## config.mk

```make
export PLATFORM = sky130hd
export DESIGN_NAME = stitch_nest_sequencer
export DESIGN_NICKNAME = d
export VERILOG_FILES = /design/src/rtl/stitch_nest_sequencer.sv
export SDC_FILE = /design/constraint.sdc
export NUM_CORES = 1
export LEC_CHECK = 0
export CAP_MARGIN = 20
export CORE_ASPECT_RATIO = 1.4
export CORE_MARGIN = 8
export CORE_UTILIZATION = 55
export CTS_CLUSTER_DIAMETER = 100
export DETAILED_ROUTE_END_ITERATION = 16
export PLACE_DENSITY = 0.83
export SLEW_MARGIN = 20
export SYNTH_ARGS = -nofsm -noshare
export SYNTH_HDL_FRONTEND = slang
export SYNTH_SLANG_ARGS = --single-unit
```

## constraint.sdc

```tcl
create_clock -name clk_i -period 22.5 [get_ports clk_i]
set_input_delay 3.375 -clock clk_i [delete_from_list [all_inputs] [get_ports clk_i]]
set_output_delay 3.375 -clock clk_i [all_outputs]
set_load 0.01 [all_outputs]
```

## src/rtl/stitch_nest_sequencer.sv

```systemverilog
// Two-level FPU repetition sequencer: ring buffer replayed under queued loop configs.
// Define STITCH_SEQ_STAGGER_EN to include register-field staggering.
module stitch_nest_sequencer #(
    parameter int unsigned AddrWidth   = 32,
    parameter int unsigned Depth       = 16,
    parameter int unsigned CfgDepth    = 4,
    parameter int unsigned RptBits     = 16,
    parameter int unsigned StaggerBits = 3,
    localparam int unsigned DepthBits  = $clog2(Depth)
) (
    input  logic                   clk_i,
    input  logic                   rst_ni,
    input  logic                   flush_i,
    input  logic                   cfg_valid_i,
    output logic                   cfg_ready_o,
    input  logic [DepthBits-1:0]   cfg_max_inst_i,
    input  logic [RptBits-1:0]     cfg_max_inner_i,
    input  logic [RptBits-1:0]     cfg_max_outer_i,
    input  logic [StaggerBits-1:0] cfg_stagger_max_i,
    input  logic [3:0]             cfg_stagger_mask_i,
    input  logic                   inst_valid_i,
    output logic                   inst_ready_o,
    input  logic [31:0]            inst_op_i,
    input  logic [AddrWidth-1:0]   inst_argc_i,
    output logic                   oup_valid_o,
    input  logic                   oup_ready_i,
    output logic [31:0]            oup_op_o,
    output logic [AddrWidth-1:0]   oup_argc_o,
    output logic                   oup_last_o,
    output logic                   busy_o
);

    localparam int unsigned CfgAw = (CfgDepth > 1) ? $clog2(CfgDepth) : 1;
    localparam int unsigned CfgCw = $clog2(CfgDepth + 1);

    typedef logic [DepthBits:0] ptr_t;

    logic [31:0]          mem_op   [Depth];
    logic [AddrWidth-1:0] mem_argc [Depth];

    logic [DepthBits-1:0] cf_inst  [CfgDepth];
    logic [RptBits-1:0]   cf_inner [CfgDepth];
    logic [RptBits-1:0]   cf_outer [CfgDepth];
    ptr_t                 cf_tag   [CfgDepth];

    ptr_t                 wr_q, base_q, fill;
    logic [CfgAw-1:0]     cf_wp_q, cf_rp_q;
    logic [CfgCw-1:0]     cf_cnt_q;
    logic [RptBits-1:0]   rpt_q, outer_q, max_inner, max_outer;
    logic [DepthBits-1:0] inst_q, max_inst, rd_idx;
    logic [31:0]          raw_op, op_stg;
    logic                 full, cfg_full, active, last;
    logic                 fire, inst_fire, cfg_fire, pop;

    assign fill      = wr_q - base_q;
    assign full      = (fill == ptr_t'(Depth));
    assign cfg_full  = (cf_cnt_q == CfgCw'(CfgDepth));
    assign active    = (cf_cnt_q != '0) && (cf_tag[cf_rp_q] == base_q);

    assign max_inst  = active ? cf_inst[cf_rp_q]  : '0;
    assign max_inner = active ? cf_inner[cf_rp_q] : '0;
    assign max_outer = active ? cf_outer[cf_rp_q] : '0;

    assign last      = (rpt_q == max_inner) && (inst_q == max_inst)
                    && (outer_q == max_outer);
    assign rd_idx    = base_q[DepthBits-1:0] + inst_q;
    assign raw_op    = mem_op[rd_idx];

    assign inst_ready_o = ~full & ~flush_i;
    assign cfg_ready_o  = ~cfg_full & ~flush_i;
    assign oup_valid_o  = ({1'b0, inst_q} < fill) & ~flush_i;

    assign fire      = oup_valid_o & oup_ready_i;
    assign inst_fire = inst_valid_i & inst_ready_o;
    assign cfg_fire  = cfg_valid_i & cfg_ready_o;
    assign pop       = fire & last & active;

    assign oup_op_o   = oup_valid_o ? op_stg : '0;
    assign oup_argc_o = oup_valid_o ? mem_argc[rd_idx] : '0;
    assign oup_last_o = oup_valid_o & last;
    assign busy_o     = (fill != '0) | (cf_cnt_q != '0);

    always_ff @(posedge clk_i) begin
        if (inst_fire) begin
            mem_op[wr_q[DepthBits-1:0]]   <= inst_op_i;
            mem_argc[wr_q[DepthBits-1:0]] <= inst_argc_i;
        end
        if (cfg_fire) begin
            cf_inst[cf_wp_q]  <= cfg_max_inst_i;
            cf_inner[cf_wp_q] <= cfg_max_inner_i;
            cf_outer[cf_wp_q] <= cfg_max_outer_i;
            cf_tag[cf_wp_q]   <= wr_q;
        end
    end

    always_ff @(posedge clk_i or negedge rst_ni) begin
        if (!rst_ni) begin
            wr_q     <= '0;
            base_q   <= '0;
            cf_wp_q  <= '0;
            cf_rp_q  <= '0;
            cf_cnt_q <= '0;
        end else if (flush_i) begin
            wr_q     <= '0;
            base_q   <= '0;
            cf_wp_q  <= '0;
            cf_rp_q  <= '0;
            cf_cnt_q <= '0;
        end else begin
            if (inst_fire) wr_q <= wr_q + 1'b1;
            if (fire && last) base_q <= base_q + ptr_t'(max_inst) + 1'b1;
            if (cfg_fire)
                cf_wp_q <= (cf_wp_q == CfgAw'(CfgDepth - 1)) ? '0 : cf_wp_q + 1'b1;
            if (pop)
                cf_rp_q <= (cf_rp_q == CfgAw'(CfgDepth - 1)) ? '0 : cf_rp_q + 1'b1;
            unique case ({cfg_fire, pop})
                2'b10:   cf_cnt_q <= cf_cnt_q + 1'b1;
                2'b01:   cf_cnt_q <= cf_cnt_q - 1'b1;
                default: cf_cnt_q <= cf_cnt_q;
            endcase
        end
    end

    // Innermost repeat first, then body index, then outer pass.
    always_ff @(posedge clk_i or negedge rst_ni) begin
        if (!rst_ni) begin
            rpt_q   <= '0;
            inst_q  <= '0;
            outer_q <= '0;
        end else if (flush_i || (fire && last)) begin
            rpt_q   <= '0;
            inst_q  <= '0;
            outer_q <= '0;
        end else if (fire) begin
            if (rpt_q != max_inner) begin
                rpt_q <= rpt_q + 1'b1;
            end else begin
                rpt_q <= '0;
                if (inst_q != max_inst) begin
                    inst_q <= inst_q + 1'b1;
                end else begin
                    inst_q  <= '0;
                    outer_q <= outer_q + 1'b1;
                end
            end
        end
    end

`ifdef STITCH_SEQ_STAGGER_EN
    logic [StaggerBits-1:0] cf_smax  [CfgDepth];
    logic [3:0]             cf_smask [CfgDepth];
    logic [StaggerBits-1:0] stg_q, stg_max;
    logic [3:0]             stg_mask;
    logic [4:0]             stg_add;

    assign stg_max  = active ? cf_smax[cf_rp_q]  : '0;
    assign stg_mask = active ? cf_smask[cf_rp_q] : '0;
    assign stg_add  = 5'(stg_q);

    always_ff @(posedge clk_i) begin
        if (cfg_fire) begin
            cf_smax[cf_wp_q]  <= cfg_stagger_max_i;
            cf_smask[cf_wp_q] <= cfg_stagger_mask_i;
        end
    end

    always_ff @(posedge clk_i or negedge rst_ni) begin
        if (!rst_ni) begin
            stg_q <= '0;
        end else if (flush_i || (fire && last)) begin
            stg_q <= '0;
        end else if (fire) begin
            stg_q <= (stg_q == stg_max) ? '0 : stg_q + 1'b1;
        end
    end

    always_comb begin
        op_stg = raw_op;
        if (stg_mask[0]) op_stg[11:7]  = raw_op[11:7]  + stg_add;
        if (stg_mask[1]) op_stg[19:15] = raw_op[19:15] + stg_add;
        if (stg_mask[2]) op_stg[24:20] = raw_op[24:20] + stg_add;
        if (stg_mask[3]) op_stg[31:27] = raw_op[31:27] + stg_add;
    end
`else
    logic unused_stg;
    assign unused_stg = ^{cfg_stagger_max_i, cfg_stagger_mask_i};
    assign op_stg     = raw_op;
`endif

    illegal_max_inst: assert property (
        @(posedge clk_i) disable iff (!rst_ni)
        cfg_fire |-> (32'(cfg_max_inst_i) < 32'(Depth)));

endmodule

```

==> results of run 1 <==
Yosys cell counts (all sizes together), types with 35 or more instances:
cell type | instances | area share
clkbuf | 84 | 0.0064
buf | 53 | 0.0050
mux4 | 295 | 0.13
mux2i | 70 | 0.014
nor2b | 68 | 0.0086
edfxtp | 1188 | 0.72
dfrtp | 53 | 0.027
nand4 | 35 | 0.0046
a211oi | 130 | 0.020
nor2 | 79 | 0.0061
routing by layer:
| layer | vias to the layer above | global-route usage | routed length (um) |
|---|---|---|---|
| li1 | 10382 | - | - |
| met1 | 12988 | 0.278 | 40000 |
| met2 | 1327 | 0.397 | 59600 |
| met3 | 235 | 0.0445 | 9340 |
| met4 | 4 | 0.0734 | 3160 |
| met5 | - | 0 | 28 |
logic make-up after synthesis:
family | count (synthesis) | synth area share
buffers and inverters | 163 | 0.0134
muxes | 371 | 0.150
adders and majority gates | 30 | 0.00822
AOI/OAI and AO/OA | 231 | 0.0327
xor gates and xnor gates | 52 | 0.00939
DFF | 1241 | 0.750
and+or+nand+nor | 314 | 0.0357
worst register-to-register path: cells and delay by family (launching register included):
family | cells | cell delay, ps
AND/OR/NAND/NOR | 6 | 2980
flip-flops | 1 | 350
AO/OA/AOI/OAI | 4 | 600
adder cells (fa/ha/maj) | 1 | 270
buffers and inverters | 1 | 700
multiplexers | 1 | 650
XOR/XNOR | 1 | 690
area by class of cell:
type                            instances  share of cell area
Antenna cell                            8            0.000356
Inverter                               26             0.00174
Tap cell                             1188              0.0264
Sequential cell                      1241               0.658
Clock inverter                         77              0.0144
Clock buffer                          129              0.0506
Multi-Input combinational cell        998               0.211
Timing Repair Buffer                  214              0.0375
metrics by stage:
| stage | hold WS (ps) | total power [mW] |
|---|---|---|
| finish | 586 | 6.12 |
| global route | 627 | 6.33 |
| CTS | 575 | 6.16 |
| detailed placement | 555 | 4.26 |
| global placement | 530 | 4.21 |
| floorplan | 500 | 3.70 |
flip-flops by register name (all words and copies together) (netlist names), 3 cells and up:
register  flops
base_q        5
cf_cnt_q      3
cf_inner     64
cf_inst      16
cf_outer     64
cf_tag       20
inst_q        4
mem_argc    512
mem_op      512
outer_q      16
rpt_q        16
wr_q          5
where the power goes:
| part | leakage, nW | switching [mW] | internal (mW) |
|---|---|---|---|
| Combinational | 4.78 | 0.813 | 0.799 |
| Sequential | 11.5 | 0.0215 | 2.59 |
| Clock | 1.76 | 0.848 | 1.05 |
| Total | 18.0 | 1.68 | 4.44 |
worst max-delay path by stage:
stage                                           to  depth (start not counted)  startpoint
after floorplan           mem_argc[3][0]$_DFFE_PP_                          6     flush_i
after global routing                 oup_argc_o[9]                          9     flush_i
after CTS                             oup_op_o[15]                          9     flush_i
after global placement                oup_op_o[15]                          9     flush_i
after detailed placement              oup_op_o[15]                          9     flush_i
final                                oup_argc_o[9]                          9     flush_i
==> impl_summary.txt, run 1 <==
----------------------------------------------------
[Finish]
  Footprint of the flip-flops and latches ... 0.0370 mm^2
  Final design instance area without fill ... roughly 0.056 mm^2
  Commonest cells after routing, fill and taps aside ... sky130_fd_sc_hd__edfxtp_1, sky130_fd_sc_hd__mux4_2, sky130_fd_sc_hd__clkdlybuf4s50_1, sky130_fd_sc_hd__a211oi_1, sky130_fd_sc_hd__clkbuf_16
  Final #Nets ... between 2000 and 3000
  Non-filler instance count after layout ... 3881
  Footprint of the multi-input gates ... 0.0118 mm^2
  Synthesis-to-finish area growth ... 14.0%
  Fin util ... 0.629
  Fraction of final layout cells with drive strength greater than 1 ... 0.201
  Filler Cells Inserted ... roughly 5700
  Most frequent standard cell in the layout excluding fill and tap cells ... sky130_fd_sc_hd__edfxtp_1

[Critical path]
  Max incr delay on CP ... 720 ps
  Worst Setup End Kind ... primary output
  Maximum fanout along the worst path ... 44
  Critical Path Slowest Stage Cell ... sky130_fd_sc_hd__buf_4
  Worst Setup Path Type ... in2out
  Largest delay contributor family on the critical path ... buffers and inverters
  Most repeated library cell on the critical path ... sky130_fd_sc_hd__buf_4
  FF-to-FF path depth ... 14
  Count of buffer and inverter cells on the critical path ... 6
  Endpoint of the worst-slack reg-to-reg timing path ... cf_cnt_q[2]$_DFFE_PN0P_
  Reg2Reg Launch Point ... cf_rp_q[0]$_DFFE_PN0P_
  Series of cell instances along the critical path ... clkdlybuf4s50_1, buf_4, inv_1, and2_1, a221oi_4, buf_4, buf_4, a211oi_1, clkdlybuf4s50_1
  Worst endpoint data arrival time ... roughly 7100 ps
  Element type at the critical path start ... input pin
  Worst path required time ... 19120 ps
  Slack of the worst reg-to-reg path ... roughly 16000 ps

[Route]
  Vias per cell ... 6.43
  Final WL ... 112 mm
  Drt wl/cell ... slightly below 30 um
  Antenna Nets Post-Route ... 0
  Pre-antenna DRT Iters ... 6
  Number of remaining DRC errors ... 0
  Violation count after the first detailed-route iteration ... roughly 2600
  Total via count in the routed design ... 24936

[Global route]
  First-pass GRT wire length ... roughly 170 mm
  Overall track demand over capacity in global routing ... 0.226
  Initial antenna violation count ... 11
  Number of global-route vias before repair ... 25886
  Maximum number of pins on one net before global-route repair ... 129
  Overall overflow remaining after global route ... 0

[Min path]
  Startpoint of the tightest hold check path ... rpt_q[15]$_DFFE_PN0P_
  Hold worst-path end ... rpt_q[15]$_DFFE_PN0P_
  Hold Path Depth ... 2
  Type of the tightest min-delay check ... reg2reg

[Power and ir drop]
  Peak supply drop ... 0.000102 V
  Leak ... 18.0 nW
  Total power divided by cell area ... 109 mW/mm^2

[Synth]
  Synth Instances ... approximately 2400
  Post-Syn Nets ... around 2500
  Most used DFF post-synth ... sky130_fd_sc_hd__edfxtp_1
  Synth Cell Area ... 0.0493 mm^2
  Synthesized area divided by synthesized cell count ... 20.5 um^2
  Number of enable-type register cells in the synthesized netlist ... 1188
  Part of the Yosys area used for sequential elements ... 0.750
  Ys async rst share ... 0.0427
  Synthesized flop and latch total ... ~1200
  Number of distinct library cells after synthesis ... 60
  Yosys warnings ... 0

[CTS]
  Clock tree root buffer cell ... sky130_fd_sc_hd__clkbuf_16
  Clock-pin slew of the registers on the worst-case setup and hold paths ... 60 ps
  Buffer depth of the longest clock path ... 3
  Clock Latency Late Sink ... 730 ps
  Number of buffers created by CTS ... 110
  Number of levels in the clock H-tree ... 3
  Cts hold-fix bufs ... 0
  Clock net sink count ... 1241
  # Post-CTS Setup Buffers ... 0
  Post-cts repair resize count ... 0
  Clock tree from TritonCTS ... yes

[STA]
  Transition time at the pin with the least slew margin ... 1080 ps
  Setup repair after global routing missed its margin ... no
  FMAX ... approximately 95 MHz
  Final period util ... 0.467
  Min Tclk post-route ... 10500 ps
  Number of setup violations in the final report ... 0
  Final hold viol count ... 0
  Setup_tns ... 0 ps
  Minimum setup slack in the final design ... 12000 ps
  Relative slew margins ... 0.281
  Clk_skew ... 51.2 ps
  Slew Viols, Final ... 0

[Floorplanning]
  Placement Rows ... between 100 and 150
  Number of ports placed on the die boundary ... ~180
  Die width ... 269 um
  Overall die area ... 0.0996 mm^2
  Starting utilization of the core area ... 0.552
  Floorplan die height ... 370 um
  Placeable core region ... 0.0893 mm^2

[Placed design]
  Worst slack after detailed placement ... 12080 ps
  Gpl congestion ... 0.842
  Placed cells ... about 3700
  IO buf count ... about 170
  Post-detailed-placement cell area ... 0.0525 mm^2
  HPWL after detailed placement ... 57.3 mm

[Run status]
  Result of the run ... completed

[Run]
  Max-cap violations ... 0

----------------------------------------------------
Note: power is estimated with default switching activity, not from simulation.
==> run 2, diff against run 1 <==
Settings changed: PLACE_DENSITY 0.83 to 0.86.
Clock period 22.5 ns to 9.5 ns, I/O delays scaled along.
==> run 2 against run 1 <==
First-iteration DRC count rose by 13%. Sequential share of layout area is essentially flat. Cell count barely moved. Core utilization about the same. Global-route usage rose by 0.69 points. Combinational power grew 140%. Flip-flop and latch count is the same. Critical endpoint is now oup_argc_o[8].
==> impl_summary.txt, run 2 (synthesis results as in run 1) <==
----------------------------------------------------
[Floorplanning]
  Placeable core region ... 0.0893 mm^2
  Starting utilization of the core area ... 0.552
  Floorplan die height ... 370 um
  Number of ports placed on the die boundary ... 182
  Overall die area ... around 0.10 mm^2
  Die width ... 269 um
  Placement Rows ... 130

[STA]
  Post-Route Hold Slack ... 583 ps
  Relative slew margins ... 0.227
  Final period util ... 0.717
  Setup repair after global routing missed its margin ... no
  Min Tclk post-route ... 6810 ps
  Number of setup violations in the final report ... 0
  FMAX ... 147 MHz
  Clk_skew ... 40.2 ps
  Transition time at the pin with the least slew margin ... 1160 ps
  Final hold viol count ... 0
  Slew Viols, Final ... 0
  Setup_tns ... 0 ps

[Finish]
  Final design instance area without fill ... 0.0562 mm^2
  Fin util ... 0.629
  Final #Nets ... 2732
  Most frequent standard cell in the layout excluding fill and tap cells ... sky130_fd_sc_hd__edfxtp_1
  Fraction of final layout cells with drive strength greater than 1 ... 0.203
  Commonest cells after routing, fill and taps aside ... sky130_fd_sc_hd__edfxtp_1, sky130_fd_sc_hd__mux4_2, sky130_fd_sc_hd__clkdlybuf4s50_1, sky130_fd_sc_hd__a211oi_1, sky130_fd_sc_hd__clkbuf_16
  Synthesis-to-finish area growth ... 13.9%

[Run]
  Max-cap violations ... 0

[Route]
  Pre-antenna DRT Iters ... 6
  Vias per cell ... about 6.5
  Total via count in the routed design ... 25149
  Violation count after the first detailed-route iteration ... 2976
  Final WL ... 116 mm
  Antenna Nets Post-Route ... 0
  Drt wl/cell ... 29.9 um
  Number of remaining DRC errors ... 0

[Placed design]
  Gpl congestion ... 0.877
  Post-detailed-placement cell area ... ~0.052 mm^2
  IO buf count ... around 170
  HPWL after detailed placement ... 58.9 mm

[Critical path]
  Element type at the critical path start ... input pin
  Worst endpoint data arrival time ... 5390 ps
  Worst Setup Path Type ... in2out
  Maximum fanout along the worst path ... 46
  Worst path required time ... slightly above 8000 ps
  Worst Setup End Kind ... primary output

[Global route]
  Number of global-route vias before repair ... 26731
  First-pass GRT wire length ... 171 mm
  Initial antenna violation count ... 12
  Overall track demand over capacity in global routing ... 0.232
  Overall overflow remaining after global route ... 0
  Maximum number of pins on one net before global-route repair ... 129

[CTS]
  # Post-CTS Setup Buffers ... 0
  Number of buffers created by CTS ... 109
  Clock net sink count ... 1241
  Cts hold-fix bufs ... 0
  Clock Latency Late Sink ... just over 700 ps
  Post-cts repair resize count ... 0
  Clock-pin slew of the registers on the worst-case setup and hold paths ... around 70 ps
  Clock tree from TritonCTS ... yes
  Clock tree root buffer cell ... sky130_fd_sc_hd__clkbuf_16
  Number of levels in the clock H-tree ... 3
  Buffer depth of the longest clock path ... 3

[Power and ir drop]
  Leak ... 18.0 nW
  Total power divided by cell area ... approximately 260 mW/mm^2
  Overall power after layout ... ~14 mW
  Peak supply drop ... 0.000277 V

[Min path]
  Type of the tightest min-delay check ... reg2reg

[Run status]
  Result of the run ... completed

----------------------------------------------------
-- run 2: changes by cell type in the layout (fill, tap and decap cells not counted), sizes merged --
cell and delta:
buf -1, bufinv -3, clkbuf +7, clkinv -3, clkinvlp +3, diode +1, inv -5
-- run 2: where the power goes --
group          leakage (nW)  switching (mW)  internal (mW)
sequential             11.5          0.0503           6.13
clock                  1.74            2.03           2.45
combinational          4.76            1.96           1.88
-- run 2: area by class of cell --
type / count / area (um^2)
fillers: 5603 / 33100
diodes: 9 / 22.5
clock inverters: 69 / 728
clock buffers: 136 / 2910
flip-flops and latches: 1241 / 37000
well taps: 1188 / 1490
inverters: 26 / 97.6
multi-input cells: 998 / 11800
repair buffers: 213 / 2080
-- run 2: per-stage QoR --
stage	setup WS, ps	cells
after floorplan	2060	2402
after global placement	2930	3666
after detailed placement	2840	3666
after CTS	2640	3871
after global routing	2450	3876
final	2690	3880
-- run 2: final timing paths --
kind                            depth (start not counted)                      end                   start  slack [ps]
worst max-delay path                                    8            oup_argc_o[8]                 flush_i        2690
worst min-delay path                                    2    rpt_q[15]$_DFFE_PN0P_   rpt_q[15]$_DFFE_PN0P_         580
worst max register to register                         15  cf_cnt_q[2]$_DFFE_PN0P_  cf_rp_q[0]$_DFFE_PN0P_        3750
worst min register to register                          2    rpt_q[15]$_DFFE_PN0P_   rpt_q[15]$_DFFE_PN0P_         580
max in group asynchronous                               2   cf_rp_q[0]$_DFFE_PN0P_                  rst_ni        8100
min in group asynchronous                               2    rpt_q[15]$_DFFE_PN0P_                  rst_ni         880
-- run 2: critical path, cell delays in order --
cell and delay, ps:
sky130_fd_sc_hd__clkdlybuf4s50_1 1070, sky130_fd_sc_hd__inv_1 340, sky130_fd_sc_hd__and2_1 260, sky130_fd_sc_hd__a221oi_4 220
sky130_fd_sc_hd__buf_4 740, sky130_fd_sc_hd__buf_4 520, sky130_fd_sc_hd__a211oi_1 140, sky130_fd_sc_hd__clkdlybuf4s50_1 620
-- run 2: per-layer routing --
metal  wire [um]  global-route usage  vias up
met2       61800               0.407     1434
met4        3990              0.0926        4
met5          17                   0        -
li1            -                   -    10356
met3        9640              0.0417      298
met1       40500               0.284    13057
==> run 3, diff against run 2 <==
Clock period 9.5 ns to 5.98 ns, I/O delays scaled along.
==> run 3 against run 2 <==
Clock power is 57% higher. Via count is 2.7% higher. Combinational power is 67% higher. Flip-flop and latch count stayed put. First-iteration DRC count is 5.9% higher. Critical endpoint is now oup_argc_o[6]. Largest cell class unchanged.
==> impl_summary.txt, run 3 (synthesis results as in run 1) <==
----------------------------------------------------
[Floorplanning]
  Placement Rows ... 130
  Overall die area ... 0.0996 mm^2
  Floorplan die height ... between 300 and 400 um
  Starting utilization of the core area ... 0.552
  Die width ... 269 um
  Placeable core region ... 0.0893 mm^2
  Number of ports placed on the die boundary ... 182

[CTS]
  # Post-CTS Setup Buffers ... 0
  Clock net sink count ... 1241
  Number of levels in the clock H-tree ... 3
  Cts hold-fix bufs ... 0
  Clock Latency Late Sink ... roughly 700 ps
  Clock tree from TritonCTS ... yes
  Buffer depth of the longest clock path ... 3
  Clock-pin slew of the registers on the worst-case setup and hold paths ... 70 ps
  Clock tree root buffer cell ... sky130_fd_sc_hd__clkbuf_16
  Post-cts repair resize count ... 1
  Number of buffers created by CTS ... 106

[Finish]
  Synthesis-to-finish area growth ... 15.0%
  Fraction of final layout cells with drive strength greater than 1 ... 0.212
  Most frequent standard cell in the layout excluding fill and tap cells ... sky130_fd_sc_hd__edfxtp_1
  Commonest cells after routing, fill and taps aside ... sky130_fd_sc_hd__edfxtp_1, sky130_fd_sc_hd__mux4_2, sky130_fd_sc_hd__clkdlybuf4s50_1, sky130_fd_sc_hd__a211oi_1, sky130_fd_sc_hd__clkbuf_16
  Final #Nets ... approximately 2800

[Global route]
  First-pass GRT wire length ... 175 mm
  Global-route met2 utilization ... 0.419
  Overall track demand over capacity in global routing ... 0.239
  Overall overflow remaining after global route ... 0
  Maximum number of pins on one net before global-route repair ... 80
  Number of global-route vias before repair ... 26786
  Initial antenna violation count ... 15
  Most Crowded Layer GR ... met2
  Fraction of met3 tracks used by global routing ... 0.0517
  Fraction of met1 tracks used by global routing ... 0.290

[Run]
  Max-cap violations ... 0

[STA]
  Min Tclk post-route ... 5850 ps
  Minimum setup slack in the final design ... 129 ps
  Transition time at the pin with the least slew margin ... roughly 1100 ps
  FMAX ... around 170 MHz
  Relative slew margins ... 0.264
  Slew Viols, Final ... 0
  Number of setup violations in the final report ... 0
  Clk_skew ... 33.1 ps
  Setup_tns ... 0 ps
  Final hold viol count ... 0
  Setup repair after global routing missed its margin ... no
  Final period util ... 0.979
  Post-Route Hold Slack ... 316 ps

[Route]
  Final WL ... 120 mm
  Antenna Nets Post-Route ... 0
  Pre-antenna DRT Iters ... 6
  Drt wl/cell ... roughly 30 um
  Total via count in the routed design ... ~26000
  Vias per cell ... 6.61
  Number of remaining DRC errors ... 0
  Violation count after the first detailed-route iteration ... between 3000 and 4000

[Power and ir drop]
  Peak supply drop ... around 0.00042 V
  Total power divided by cell area ... approximately 410 mW/mm^2
  Leak ... between 15 and 20 nW
  Overall power after layout ... 23.3 mW

[Critical path]
  Maximum fanout along the worst path ... 40
  Worst Setup End Kind ... primary output
  Worst path required time ... 5080 ps
  Reg2Reg Launch Point ... base_q[0]$_DFFE_PN0N_
  FF-to-FF path depth ... 19
  Element type at the critical path start ... flop
  Worst endpoint data arrival time ... between 4000 and 5000 ps
  Endpoint of the worst-slack reg-to-reg timing path ... cf_cnt_q[2]$_DFFE_PN0P_
  Worst Setup Path Type ... reg2out
  Slack of the worst reg-to-reg path ... 1130 ps

[Placed design]
  Worst slack after detailed placement ... just under 700 ps
  IO buf count ... ~170
  Gpl congestion ... about 0.85
  HPWL after detailed placement ... 63.0 mm

[Min path]
  Type of the tightest min-delay check ... in2async

[Run status]
  Result of the run ... completed

----------------------------------------------------
[run 3: changes by cell type in the layout (fill, tap and decap cells not counted), sizes merged]
| cell | before | now |
|---|---|---|
| clkbuf | 136 | 125 |
| clkinvlp | 11 | 9 |
| buf | 40 | 75 |
| diode | 9 | 8 |
| inv | 29 | 30 |
| bufinv | 9 | 13 |
[run 3: through the flow]
stage               area (um^2)   util  std cells
detailed placement        53100  0.594       3700
floorplan                 49300      -       2402
global placement          53100  0.594       3700
finish                    56700  0.635       3906
CTS                       56600  0.634       3897
global route              56700  0.635       3904
[run 3: final cells by class]
class | count | area (um^2)
antenna | 8 | 20.0
clock buffer | 125 | 2770
clock inverter | 72 | 797
fill | 5502 | 32600
inverter | 26 | 97.6
multi-input combinational | 998 | 11900
sequential | 1241 | 37000
tap | 1188 | 1490
timing repair buffer | 248 | 2650
[run 3: worst max path at each step]
stage                            from                        to  slack, ps  cells after the start
2_1_floorplan     wr_q[0]$_DFFE_PN0P_  mem_argc[7][0]$_DFFE_PP_        250                     13
3_3_place_gp   cf_rp_q[0]$_DFFE_PN0P_                oup_last_o        790                     12
3_5_place_dp   cf_rp_q[0]$_DFFE_PN0P_                oup_last_o        680                     11
4_1_cts        cf_rp_q[0]$_DFFE_PN0P_                oup_last_o         10                     11
5_1_grt         base_q[0]$_DFFE_PN0N_             oup_argc_o[6]         20                     10
6_report        base_q[0]$_DFFE_PN0N_             oup_argc_o[6]        130                     10
[run 3: critical path: stages (launching register included)]
cell	delay [ps]
sky130_fd_sc_hd__dfrtp_1	560
sky130_fd_sc_hd__ha_4	190
sky130_fd_sc_hd__inv_1	50
sky130_fd_sc_hd__fa_4	1120
sky130_fd_sc_hd__buf_12	340
sky130_fd_sc_hd__buf_4	370
sky130_fd_sc_hd__mux4_2	250
sky130_fd_sc_hd__nor2b_1	150
sky130_fd_sc_hd__a211oi_1	80
sky130_fd_sc_hd__a211oi_1	450
sky130_fd_sc_hd__clkdlybuf4s50_1	660
[run 3: power by group]
group          switching, mW  total (mW)  internal (mW)
Sequential            0.0902        9.83           9.74
Combinational           3.30        6.41           3.11
Clock                   3.15        7.04           3.90
Total                   6.53        23.3           16.7
[run 3: per-layer routing]
| metal | part of all wire | vias up |
|---|---|---|
| met5 | 0.00022 | - |
| met4 | 0.037 | 4 |
| met3 | 0.096 | 342 |
| met2 | 0.52 | 1757 |
| met1 | 0.34 | 13292 |
| li1 | - | 10436 |
